===== src/rtl/fetch_unit.sv =====
// ---------------------------------------------------------------------------
// fetch_unit
//
// Instruction fetch stage. A three-state machine (IDLE, BUSY, DONE) issues one
// instruction-memory read per FETCH phase and captures the returned word. The
// read is replaced by NOP_INST when the PC is misaligned, when the bus reports
// an error, or when no acknowledge arrives within TIMEOUT cycles. In each of
// those cases the reason is reported on fetch_fault.
//
// Parameters
//   RESET_VECTOR  PC value after reset
//   TIMEOUT       BUSY cycles to wait for imem_ack before faulting (1..255)
//   NOP_INST      instruction substituted on any fault
//
// Ports
//   clk          clock; all state changes on the rising edge
//   rst          synchronous, active-high reset
//   phase_fetch  control FSM is in its FETCH phase
//   stall_fetch  holds the control FSM in FETCH until the capture is done
//   pc_we        load pc from pc_wdata (writeback), accepted in any state
//   pc_wdata     next PC value
//   imem_req     memory request, high exactly while in BUSY
//   imem_addr    request address, stable while imem_req is high
//   imem_ack     read data valid this cycle
//   imem_err     bus error this cycle; takes priority over imem_ack
//   imem_rdata   read data
//   inst_out     captured instruction, held until the next capture
//   inst_pc      PC of inst_out
//   fetch_fault  00 ok, 01 misaligned, 10 bus error, 11 timeout
// ---------------------------------------------------------------------------
module fetch_unit #(
    parameter logic [31:0] RESET_VECTOR = 32'h0000_0000,
    parameter int          TIMEOUT      = 16,
    parameter logic [31:0] NOP_INST     = 32'h0000_0013
) (
    input  logic        clk,
    input  logic        rst,
    input  logic        phase_fetch,
    output logic        stall_fetch,
    input  logic        pc_we,
    input  logic [31:0] pc_wdata,
    output logic        imem_req,
    output logic [31:0] imem_addr,
    input  logic        imem_ack,
    input  logic        imem_err,
    input  logic [31:0] imem_rdata,
    output logic [31:0] inst_out,
    output logic [31:0] inst_pc,
    output logic [1:0]  fetch_fault
);

    typedef enum logic [1:0] {
        IDLE = 2'd0,
        BUSY = 2'd1,
        DONE = 2'd2
    } state_t;

    localparam logic [1:0] FAULT_OK       = 2'b00;
    localparam logic [1:0] FAULT_MISALIGN = 2'b01;
    localparam logic [1:0] FAULT_BUS      = 2'b10;
    localparam logic [1:0] FAULT_TIMEOUT  = 2'b11;

    // Value of the wait counter on the last BUSY cycle allowed before the
    // timeout fires; the counter starts at 0, so BUSY lasts TIMEOUT cycles.
    localparam logic [7:0] WAIT_LAST = 8'(TIMEOUT - 1);

    state_t      state;
    logic [31:0] pc;
    logic [7:0]  wait_cnt;

    // The stall drops in the DONE cycle, i.e. as soon as inst_out is valid.
    assign stall_fetch = phase_fetch && (state != DONE);

    // NOTE: every register below is updated with non-blocking assignments, so
    // all right-hand sides see the pre-edge values. This is what lets a pc_we
    // on the IDLE->BUSY edge update pc while the request still latches the old pc.
    always_ff @(posedge clk) begin
        if (rst) begin
            state       <= IDLE;
            pc          <= RESET_VECTOR;
            wait_cnt    <= 8'd0;
            imem_req    <= 1'b0;
            imem_addr   <= 32'd0;
            inst_out    <= NOP_INST;
            inst_pc     <= 32'd0;
            fetch_fault <= FAULT_OK;
        end else begin
            // Writeback may redirect the PC at any time; an in-flight request
            // is unaffected because it uses the latched imem_addr.
            if (pc_we) begin
                pc <= pc_wdata;
            end

            case (state)
                IDLE: begin
                    if (phase_fetch) begin
                        if (pc[1:0] == 2'b00) begin
                            state     <= BUSY;
                            imem_req  <= 1'b1;
                            imem_addr <= pc;
                            wait_cnt  <= 8'd0;
                        end else begin
                            // Misaligned: no bus traffic, capture a NOP directly.
                            state       <= DONE;
                            inst_out    <= NOP_INST;
                            inst_pc     <= pc;
                            fetch_fault <= FAULT_MISALIGN;
                        end
                    end
                end

                BUSY: begin
                    if (imem_err) begin
                        state       <= DONE;
                        imem_req    <= 1'b0;
                        inst_out    <= NOP_INST;
                        inst_pc     <= imem_addr;
                        fetch_fault <= FAULT_BUS;
                    end else if (imem_ack) begin
                        state       <= DONE;
                        imem_req    <= 1'b0;
                        inst_out    <= imem_rdata;
                        inst_pc     <= imem_addr;
                        fetch_fault <= FAULT_OK;
                    end else if (wait_cnt == WAIT_LAST) begin
                        state       <= DONE;
                        imem_req    <= 1'b0;
                        inst_out    <= NOP_INST;
                        inst_pc     <= imem_addr;
                        fetch_fault <= FAULT_TIMEOUT;
                    end else begin
                        wait_cnt <= wait_cnt + 8'd1;
                    end
                end

                DONE: begin
                    state <= IDLE;
                end

                default: begin
                    state    <= IDLE;
                    imem_req <= 1'b0;
                end
            endcase
        end
    end

endmodule


===== config.mk =====
export PLATFORM = sky130hd
export DESIGN_NAME = fetch_unit
export DESIGN_NICKNAME = d
export VERILOG_FILES = /design/src/rtl/fetch_unit.sv
export SDC_FILE = /design/constraint.sdc
export NUM_CORES = 1
export LEC_CHECK = 0
export BUFFER_PORTS_ARGS = -buffer_cell sky130_fd_sc_hd__buf_2
export CORE_ASPECT_RATIO = 0.7
export CORE_MARGIN = 1
export CORE_UTILIZATION = 51
export CTS_CLUSTER_DIAMETER = 40
export DETAILED_ROUTE_END_ITERATION = 10
export HOLD_SLACK_MARGIN = 0.05
export PLACE_DENSITY = 0.82
export SETUP_SLACK_MARGIN = 0.1
export SKIP_CTS_REPAIR_TIMING = 1
export SLEW_MARGIN = 25
export SYNTH_ARGS = -nofsm -noshare
export SYNTH_HDL_FRONTEND = slang
export SYNTH_SLANG_ARGS = --single-unit
export TNS_END_PERCENT = 50

===== constraint.sdc =====
create_clock -name clk -period 2.4 [get_ports clk]
set_clock_uncertainty 0.05 [all_clocks]
set_input_delay 0.36 -clock clk [delete_from_list [all_inputs] [get_ports clk]]
set_output_delay 0.36 -clock clk [all_outputs]
set_load 0.05 [all_outputs]

==> results by group <==
Power
  • Peak VDD IR: 0.584 mV
  • Total power per unit cell area: 908 nW/µm²
  • Leakage: 3.25 nW

Global routing
  • Number of global-route vias before repair: 4524
  • Met2 Usage GRT: 0.428
  • Met1 usage: 0.328
  • Total GRT Usage: 0.256
  • Initial antenna violation count: 0
  • Total gr overflow: 0
  • Gr busiest metal: met2
  • First-pass GRT wire length: 22.4 mm
  • Met3 Use GR: 0.0538
  • Largest net degree at the start of global routing: 130

Logic synthesis
  • Top_reg_cell synth: dfxtp_1
  • Most frequent cell after synthesis: dfxtp_1
  • Synth Net Count: 672
  • Syn Std Cell Area: 5480 µm²
  • Avg Synthesized Cell Area: 9.11 µm²
  • Ys async rst share: 0
  • Ys Warns: 0
  • Cell variety after synth: 37
  • Xor/xnor share of the synthesized area: 0
  • Yosys reg bits: 141
  • Post-synthesis compound-gate area fraction: 0.189
  • Post-synthesis adder-cell area fraction: 0.00228
  • Post-synthesis cell count: 601
  • Largest cells by area after synthesis: dfxtp_1, mux2i_1, a21oi_1
  • Post-synthesis mux area share: 0.128
  • Most frequent cells after synthesis: dfxtp_1, a21oi_1, nand2_1
  • Largest family of logic cells by synthesized area: compound AO/OA/AOI/OAI gates
  • Post-synth EDFFs: 0
  • Cell taking the most area after synthesis: dfxtp_1
  • Simple-gate share of the synthesized area: 0.122
  • Sequential cell area fraction in the yosys report: 0.515
  • Synth top area share: 0.515

Place
  • Final HPWL DP: 9.43 mm
  • IO buf count: 169
  • Placer Congestion: 0.789
  • DP Worst Slack: 0.243 ns

Die
  • Core Box Area: 10400 µm²
  • Rows: 31
  • Die area: 11200 µm²
  • Initial Utilization: 0.527
  • Die Y-Extent: 88.7 µm
  • # IOs: 170
  • Die Wd: 126 µm

Drt
  • Routed len/inst: 15.8 µm
  • Initial DRT Pass Iterations: 5
  • Vias per cell: 5.52
  • Final ANT Viol Nets: 0
  • Routed WL: 14.2 mm
  • 1st-iter DRT viols: 461
  • Routed vias: 4947
  • Drt drc: 0

STA
  • Fmax: 457 MHz
  • Worst-Margin Slew: 0.624 ns
  • Hold Vio Cnt, Final: 0
  • Unrepaired setup endpoints after global routing: false
  • Final min period: 2.19 ns
  • Tcrit/Tclk final: 0.913
  • Setup ws final: 0.210 ns
  • TNS Setup: 0 ns
  • Slew headroom: 0.584
  • Slew Limit Fails: 0
  • Final setup vio count: 0

Clocking
  • Clock-pin transition on the worst setup and hold timing paths: 0.06 ns
  • Sink Count: 141
  • TritonCTS buffer count: 17
  • TritonCTS clock tree: done
  • Max H-tree Level: 4
  • Worst-Skew Late Latency: 0.41 ns
  • Clock buffer depth: 2
  • Clock Tree Root: clkbuf_16

Job
  • Max-cap violations: 0

Setup path
  • CP arrival: 2.40 ns
  • Crit path launch type: flop
  • Critical path required time: 2.61 ns
  • Crit-path max FO: 20
  • Worst setup EP type: flop
  • Classification of the worst setup path: flop to flop

Layout
  • Share of layout cells above drive strength 1: 0.290
  • Antenna Cells: 0
  • Nets@finish: 823
  • Area Overhead vs Synth: 28.9%

Run status
  • Status: finished clean

Hold path
  • Worst Hold Class: input pin to flop
==> cell usage in the layout, fill, tap and decap left out, types with 2 or more instances in the layout <==
master	netlist	final
a211oi_1	32	32
a21oi_1	100	99
and2_1	3	3
and3_1	2	2
buf_12	0	2
buf_2	16	168
buf_4	1	12
bufinv_16	0	5
clkbuf_1	28	2
clkbuf_16	0	17
clkbuf_8	0	2
clkinv_2	0	3
clkinvlp_4	0	2
dfxtp_1	141	141
inv_1	3	3
mux2i_1	70	70
nand2_1	96	96
nand2b_1	6	6
nor2_1	37	36
o2111ai_1	2	2
o21ai_0	37	37
or3_1	2	2
==> metrics by stage <==
stage	hold slack, ns	utilization	instances	area [µm²]	power (mW)
2_1_floorplan	0.394	-	601	5480	3.31
3_3_place_gp	0.399	0.616	865	6400	3.56
3_5_place_dp	0.413	0.616	865	6400	3.59
4_1_cts	0.118	0.678	897	7050	6.44
5_1_grt	0.129	0.679	897	7060	6.64
6_report	0.134	0.679	897	7060	6.41
==> flip-flops by register name, indices dropped and copies added (netlist names) <==
register,count
imem_addr,32
inst_out,32
inst_pc,32
pc,32
wait_cnt,8
fetch_fault,2
state,2
imem_req,1
==> cell families after synthesis <==
group	count (synthesis)
compound gates	180
simple gates	156
flops	141
mux	70
buf+inv	53
fa+ha+maj	1
==> path summary, 6_finish.rpt <==
check                from            to  slack (ns)  depth (start not counted)
max           wait_cnt[0]    inst_pc[9]        0.21                          6
min          pc_wdata[13]        pc[13]        0.13                          3
max reg2reg   wait_cnt[0]    inst_pc[9]        0.21                          6
min reg2reg  inst_out[25]  inst_out[25]        0.42                          2
==> metal layers <==
layer | vias to the layer above | wire length, µm
li1 | 2401 | -
met1 | 2340 | 6250
met2 | 192 | 6840
met3 | 14 | 914
met4 | 0 | 148
met5 | - | 0
==> worst max-delay path, cell delays in order (launching register included) <==
cell,delay [ns]
dfxtp_1,0.39
ha_1,0.20
and3_1,0.31
a2111oi_4,0.12
nor2_2,0.50
buf_4,0.35
a211oi_1,0.12
==> layout make-up <==
cell class | instances | area (µm²)
multi-input combinational | 407 | 2440
clock buffer | 21 | 460
tap | 132 | 165
timing repair buffer | 182 | 971
clock inverter | 11 | 189
fill | 857 | 3330
sequential | 141 | 2820
inverter | 3 | 11.3
==> report_power, final <==
part	total, mW	switching, mW	internal (mW)	leakage, nW
clock network	2.85	0.957	1.90	0.313
registers	2.57	0.0927	2.47	1.15
logic	0.990	0.703	0.286	1.79
total	6.41	1.75	4.66	3.25
Power figures use the tool's default switching activity.
